[src/rtl/expgob_pkg.sv]
// Shared definitions for the Exp-Golomb decode controller: the FSM state
// encoding, the default maximum prefix length and the width of the
// bit-index counters.
package expgob_pkg;

    // Width of the zero counter, the suffix index and the datapath bit index
    localparam int IDX_W          = 4;

    // Default maximum number of leading zeros accepted before an overflow
    localparam int MAX_PREFIX_DEF = 7;

    // Controller states
    typedef enum logic [1:0] {
        ST_IDLE   = 2'd0,
        ST_PREFIX = 2'd1,
        ST_SUFFIX = 2'd2,
        ST_OUT    = 2'd3
    } state_e;

endpackage : expgob_pkg

[src/rtl/expgob_decod_ctrl.sv]
// Exp-Golomb decode controller. It consumes a serial code MSB first. It counts
// the leading zeros, and then steers the terminating 1 and the N suffix bits
// into the datapath: the bit index goes on cnt_o and the write strobe on prc_o.
// It holds the result in OUT until the consumer takes it.
// Optional build macro: EXPGOB_ERR_CNT_EN adds an 8-bit saturating count of
// prefix-overflow errors on err_cnt_o.
module expgob_decod_ctrl
    import expgob_pkg::*;
#(
    parameter int MAX_PREFIX = MAX_PREFIX_DEF
) (
    input  logic             clk,
    input  logic             rst_n,
    input  logic             bit_i,
    input  logic             bit_valid_i,
    output logic             bit_ready_o,
    output logic             cod_o,
    output logic [IDX_W-1:0] cnt_o,
    output logic             prc_o,
    output logic             busy_o,
    output logic             clr_o,
    output logic             code_valid_o,
    input  logic             code_ready_i,
    output logic [IDX_W-1:0] len_o,
`ifdef EXPGOB_ERR_CNT_EN
    output logic             err_o,
    output logic [7:0]       err_cnt_o
`else
    output logic             err_o
`endif
);

    localparam logic [IDX_W-1:0] MAX_PREFIX_L = IDX_W'(MAX_PREFIX);

    state_e           state_q, state_d;
    logic [IDX_W-1:0] zcnt_q, zcnt_d;
    logic [IDX_W-1:0] idx_q, idx_d;
    logic [IDX_W-1:0] len_q, len_d;
    logic             xfer;

    assign bit_ready_o  = (state_q != ST_OUT);
    assign busy_o       = (state_q != ST_OUT);
    assign code_valid_o = (state_q == ST_OUT);
    assign cod_o        = bit_i;
    assign len_o        = len_q;
    assign xfer         = bit_valid_i & bit_ready_o;

    // Next-state and per-cycle datapath controls. IDLE handles a bit exactly
    // like PREFIX does, because zcnt is always zero there.
    always_comb begin
        state_d = state_q;
        zcnt_d  = zcnt_q;
        idx_d   = idx_q;
        len_d   = len_q;
        prc_o   = 1'b0;
        cnt_o   = '0;
        clr_o   = 1'b0;
        err_o   = 1'b0;
        case (state_q)
            ST_IDLE, ST_PREFIX: begin
                if (xfer) begin
                    if (bit_i) begin
                        // Terminating 1: write it at bit position N
                        prc_o = 1'b1;
                        cnt_o = zcnt_q;
                        len_d = zcnt_q;
                        if (zcnt_q == '0) begin
                            state_d = ST_OUT;
                        end else begin
                            state_d = ST_SUFFIX;
                            idx_d   = zcnt_q - 1'b1;
                        end
                    end else if (zcnt_q == MAX_PREFIX_L) begin
                        // Prefix too long: drop the code and restart clean
                        err_o   = 1'b1;
                        clr_o   = 1'b1;
                        zcnt_d  = '0;
                        state_d = ST_IDLE;
                    end else begin
                        zcnt_d  = zcnt_q + 1'b1;
                        state_d = ST_PREFIX;
                    end
                end
            end
            ST_SUFFIX: begin
                if (xfer) begin
                    prc_o = 1'b1;
                    cnt_o = idx_q;
                    if (idx_q == '0) begin
                        state_d = ST_OUT;
                    end else begin
                        idx_d = idx_q - 1'b1;
                    end
                end
            end
            ST_OUT: begin
                if (code_ready_i) begin
                    clr_o   = 1'b1;
                    zcnt_d  = '0;
                    state_d = ST_IDLE;
                end
            end
            default: begin
                state_d = ST_IDLE;
                zcnt_d  = '0;
            end
        endcase
    end

    // State and counter registers
    always_ff @(posedge clk or negedge rst_n) begin
        if (!rst_n) begin
            state_q <= ST_IDLE;
            zcnt_q  <= '0;
            idx_q   <= '0;
            len_q   <= '0;
        end else begin
            state_q <= state_d;
            zcnt_q  <= zcnt_d;
            idx_q   <= idx_d;
            len_q   <= len_d;
        end
    end

`ifdef EXPGOB_ERR_CNT_EN
    logic [7:0] err_cnt_q;

    assign err_cnt_o = err_cnt_q;

    // Saturating count of prefix-overflow events
    always_ff @(posedge clk or negedge rst_n) begin
        if (!rst_n) begin
            err_cnt_q <= '0;
        end else if (err_o && (err_cnt_q != 8'hFF)) begin
            err_cnt_q <= err_cnt_q + 8'd1;
        end
    end
`endif

endmodule : expgob_decod_ctrl

[config.mk]
export PLATFORM = sky130hd
export DESIGN_NAME = expgob_decod_ctrl
export DESIGN_NICKNAME = d
export VERILOG_FILES = /design/src/rtl/expgob_pkg.sv /design/src/rtl/expgob_decod_ctrl.sv
export SDC_FILE = /design/constraint.sdc
export NUM_CORES = 1
export LEC_CHECK = 0
export CAP_MARGIN = 20
export CORE_UTILIZATION = 25
export DETAILED_ROUTE_END_ITERATION = 12
export PLACE_DENSITY_LB_ADDON = 0.3
export SLEW_MARGIN = 20
export SYNTH_ARGS = -nofsm -noshare
export SYNTH_HDL_FRONTEND = slang
export SYNTH_SLANG_ARGS = --single-unit
[constraint.sdc]
create_clock -name clk -period 2.37 [get_ports clk]
set_input_delay 0.474 -clock clk [delete_from_list [all_inputs] [get_ports clk]]
set_output_delay 0.474 -clock clk [all_outputs]
set_load 0.02 [all_outputs]
Word-level counts from Yosys, hierarchy flattened. Index checks and enable logic that the tools add are counted.

Div/mod/pow operators: 0. Reductions and logical operators: 10. Magnitude comparators: 0. Multipliers: 0. Eq/ne operators: 13. Add/sub/neg operators: 3. Shift-type cells: 0. Muxes and demuxes: 33. Bitwise operators: 1.

Operator list (number): $mux 4 (12); $pmux 4 s2 (3); $ne 2x2->1 const B (8); $mux 1 (10); $mux 2 (5); $logic_not 4->1 (2); $reduce_and 4->1 (2); $sub 4x1->4 const B (2); $pmux 2 s3 (1); $reduce_and 6->1 (1); $add 4x1->4 const B (1); $eq 2x2->1 const B (2); $eq 4x3->1 const B (1); $pmux 1 s2 (2); $reduce_bool 2->1 (2); $reduce_and 3->1 (1); $eq 2x1->1 const B (1); $logic_not 2->1 (1); $ne 2x1->1 const B (1); $reduce_or 2->1 (1); $and 1x1->1 (1).

Output and inout bits: 15. Memories kept: 0. Bits in writable memories: 0. Bits in latches: 0. Word-level logic and storage cells: 64. Register bits: 14. Memory bits (read-only): 0.

Logic depth before layout (Yosys ltp).
Depth in word-level cells: 5. Depth in mapped cells: 9.

Worst setup path after synthesis. OpenSTA, ideal clock, no wires.

Path kind: input-to-output. From: input port bit_i. To: output port clr_o. Slack: 323 ps. Arrival: 1573 ps. Required time: 1896 ps. Stages on the path: 5. Cell sequence: buf_2 -> nor3b_4 -> and2_1 -> a21oi_1 -> nor2_1.

Cells in the longest elaborated chain, start to end: 3.

Ends and longest elaborated chain: from (decl) (RTL line expgob_decod_ctrl.sv:14) `input logic bit_i,`; $mux 1 (RTL line expgob_decod_ctrl.sv:62) `if (bit_i) begin`; $mux 1 (RTL line expgob_decod_ctrl.sv:61) `if (xfer) begin`; $pmux 1 s2 (RTL line expgob_decod_ctrl.sv:59) `case (state_q)`; to (decl) (RTL line expgob_decod_ctrl.sv:21) `output logic clr_o,`.

No other way between the ends.

Worst setup path after layout.
From: input port bit_i. To: output port cnt_o[1].

Cells in the longest elaborated chain, start to end: 3.

Ends and longest elaborated chain: $mux 4 (RTL line expgob_decod_ctrl.sv:62); $mux 4 (RTL line expgob_decod_ctrl.sv:61); $pmux 4 s2 (RTL line expgob_decod_ctrl.sv:59); to (decl) (RTL line expgob_decod_ctrl.sv:18) `output logic [IDX_W-1:0] cnt_o,`.

No other way between the ends.

==> results.md <==
| Result | This run |
| --- | --- |
| Shortest clock period the worst path allows after layout | 2.299 ns |
| Yosys warns | 0 |
| Netlist area before placement | 1002 µm² |
| Required time of the worst setup path | 1.90 ns |
| Die Footprint | 4266 µm² |
| Multi-input combinational cell area | 576.8 µm² |
| Wire length of the first global-routing pass | 4181 µm |
| Fillers | 412 |
| Fraction of layout cells with a size suffix above 1 | 20.57% |
| Static Leak | 0.5695 nW |
| Mean Syn Cell Area | 8.791 µm² |
| WL met2 | 1232 µm |
| Buffers on Ports | 19 |
| Worst slew margin | 58.97% |
| Final clock period utilization by the worst path | 97.02% |
| Sequential-to-total area share from yosys stat | 34.96% |
| Total CTS buffers | 3 |
| Instance area at placement | 1290 µm² |
| Measured slew at the worst slew-check pin | 0.6136 ns |
| Critical path launch point type | input port |
| CTS tree | built |
| Number of sinks handled by clock tree synthesis | 14 |
| Buffer cell driving the clock tree root | sky130_fd_sc_hd__clkbuf_8 |
| Number of H-tree levels | 1 |
| Number of enable flip-flop cells after synthesis | 0 |
| Class of the most critical hold timing path | register to register |
| Yosys top cell by area | sky130_fd_sc_hd__dfrtp_1 |
| Maximum fanout encountered on the critical timing path | 6 |
| Detailed-route via count | 905 |
| Layout Nets | 150 |
| Post-Route WL | 2451 µm |
| Initial core utilization | 26.77% |
| Unique masters post-synth | 36 |
| Primary flip-flop cell chosen by synthesis mapping | sky130_fd_sc_hd__dfrtp_1 |
| Via count of the first global-routing pass | 925 |
| RSZ-0062 raised after global routing | no |
| Starting DRC count in detailed routing | 49 |
| Uppermost layer routed | met4 |
| Pin count of the biggest net entering global routing | 15 |
| Largest cells by area after synthesis | sky130_fd_sc_hd__dfrtp_1 (35%), sky130_fd_sc_hd__nand2_1 (6.7%), sky130_fd_sc_hd__o21ai_0 (6.5%) |
| Count of antenna diodes in the layout | 0 |
| Deepest clock path buffer count | 2 |
| Worst endpoint data arrival time | 1.83 ns |
| Number of endpoints failing setup at the final stage | 0 |
| Worst hold path depth | 2 |
| Synthesized netlist net count | 122 |
| Flops & latches, synth | 14 |
| Core box area | 3744 µm² |
| Worst-case clock skew | 0.002513 ns |
| Clock insertion delay at the later pin of the skew report | 0.25 ns |
| Final Hold Viols | 0 |
| Highest achievable clock rate | 0.4349 GHz |
| Max_cap viols | 0 |
| Post-synthesis async set-or-reset flop share | 100.0% |
| Synthesis-to-layout area growth | 32.46% |
| Worst setup margin | 0.07067 ns |
| Final Cell Area | 1328 µm² |
| DRC violations left | 0 |
| Chip height | 65.32 µm |
| Count of antenna-violating nets left after detailed routing | 0 |
| Initial antenna violation count | 0 |
| Nature of the critical path endpoint | primary output |
| Number of pins with negative max-slew slack in the final report | 0 |
| Length of routed wiring on met1 | 1094 µm |
| Proportion of netlist area held by the largest area contributor | 34.96% |
| CTS Hold Buffers Added | 0 |
| Status | completed |
| Die width | 65.32 µm |
| Cell depth of the worst flop-to-flop path | 8 |
| Most numerous cell in the Yosys netlist | sky130_fd_sc_hd__nand2_1 |
| Chain of cells forming the critical path | clkdlybuf4s50_1 > buf_4 > nand2b_1 > o21ai_0 > and2_1 > clkdlybuf4s15_1 |
| DP Wirelength | 1890 µm |
| Delay of the slowest cell on the worst path | 0.55 ns |
| Remaining global-route overflow | 0 |
| FF+latch area | 350.3 µm² |
| Number of I/O pins | 20 |
| GRT Resource Usage Total | 12.73% |
| Cell types with the highest counts after synthesis | sky130_fd_sc_hd__nand2_1 (18), sky130_fd_sc_hd__dfrtp_1 (14), sky130_fd_sc_hd__o21ai_0 (13), sky130_fd_sc_hd__a21oi_1 (8), sky130_fd_sc_hd__nand2b_1 (6) |
| Avg WL per Cell | 12.97 µm |
| Last weighted congestion value of the routability-driven placer | 0.8490 |
| Met3 wire length | 111 µm |
| Post-Syn Instances | 114 |
| Post-detailed-route via-to-cell ratio | 4.788 |
| Number of detailed-routing iterations run before antenna repair | 4 |
| Setup Slack @ Placement | -0.2401 ns |
| Row count | 22 |
| Max IR drop VDD | 0.0003612 V |
| CTS clk-pin slew, worst paths | 0.06 ns |
| Total power per unit cell area | 1170 nW/µm² |
| WS Path Type | input port to primary output |
| Critical path's slowest cell | sky130_fd_sc_hd__clkdlybuf4s50_1 |
| Number of buffers added for setup after CTS | 0 |
==> sequential cells by signal, indices dropped and copies added (netlist names) <==
name,count
idx_q,4
len_o,4
state_q,2
zcnt_q,4
==> cell families after synthesis <==
| group | count (synthesis) | share of synthesized area [%] |
|---|---|---|
| simple gates | 47 | 28.22 |
| compound gates | 34 | 23.09 |
| buf+inv | 14 | 7.489 |
| flops | 14 | 34.96 |
| fa+ha+maj | 3 | 3.746 |
| mux | 2 | 2.496 |
==> metrics by stage <==
stage	cells	hold WS (ns)	power, W	utilization [%]	TNS (ns)
2_1_floorplan	114	0.1784	0.001042	-	0
3_3_place_gp	185	0.4632	0.001326	34.46	-1.203
3_5_place_dp	185	0.4702	0.001343	34.46	-1.365
4_1_cts	189	0.4833	0.001569	35.70	0
5_1_grt	189	0.4982	0.001681	35.46	0
6_report	189	0.4791	0.001553	35.46	0
==> worst max-delay path, delay by kind of cell <==
kind	cells	cell delay [ns]
simple gates	2	0.20
buf+inv	3	1.01
compound gates	1	0.13
==> worst paths after layout <==
check                            from       end  slack, ns
setup / recovery                bit_i  cnt_o[1]       0.07
hold / removal               len_o[1]  len_o[1]       0.48
setup reg to reg           state_q[1]  idx_q[2]       0.54
hold reg to reg              len_o[1]  len_o[1]       0.48
max in group asynchronous       rst_n  idx_q[3]       1.36
min in group asynchronous       rst_n  idx_q[2]       0.61
==> cell usage in the layout (no fill, tap or decap), types with 2 or more instances in the layout <==
master	count
sky130_fd_sc_hd__nand2b_1	6
sky130_fd_sc_hd__clkdlybuf4s15_1	2
sky130_fd_sc_hd__nor3_1	2
sky130_fd_sc_hd__dfrtp_1	14
sky130_fd_sc_hd__ha_1	3
sky130_fd_sc_hd__dlygate4sd2_1	2
sky130_fd_sc_hd__and2_1	5
sky130_fd_sc_hd__o21bai_1	2
sky130_fd_sc_hd__nand4_1	2
sky130_fd_sc_hd__clkdlybuf4s50_1	12
sky130_fd_sc_hd__clkbuf_2	3
sky130_fd_sc_hd__nand2_1	18
sky130_fd_sc_hd__nor2_1	5
sky130_fd_sc_hd__o21a_1	2
sky130_fd_sc_hd__o21ai_0	13
sky130_fd_sc_hd__a32o_1	2
sky130_fd_sc_hd__inv_1	5
sky130_fd_sc_hd__buf_4	12
sky130_fd_sc_hd__a211oi_1	2
sky130_fd_sc_hd__a21oi_1	8
sky130_fd_sc_hd__clkbuf_8	4
==> where the power goes <==
group	total (W)	switching (W)	internal, W
registers	0.000434	0.000102	0.000332
logic	0.000885	0.000477	0.000407
clock network	0.000234	0.0000870	0.000147
total	0.00155	0.000666	0.000887
==> layout make-up <==
cell class              instances  area share [%]
repair buffers                 31           19.79
multi-input cells              86           43.45
inverters                       6           1.697
flip-flops and latches         14           26.39
well taps                      48           4.524
clock buffers                   4           4.147
==> timing repair <==
item                                   4_1_cts  5_1_grt
cloned                                       0        0
gates resized for setup                      7        8
pin swaps                                    0        0
setup endpoints to repair                    7        5
endpoints found under the hold margin        0        0
==> metal layers <==
metal | GRT usage (%) | vias to the layer above
met5 | 0 | -
met4 | 4.076 | 0
met3 | 3.299 | 2
met2 | 23.71 | 22
met1 | 13.82 | 427
li1 | - | 454
Note: power is estimated with default switching activity, not from simulation.
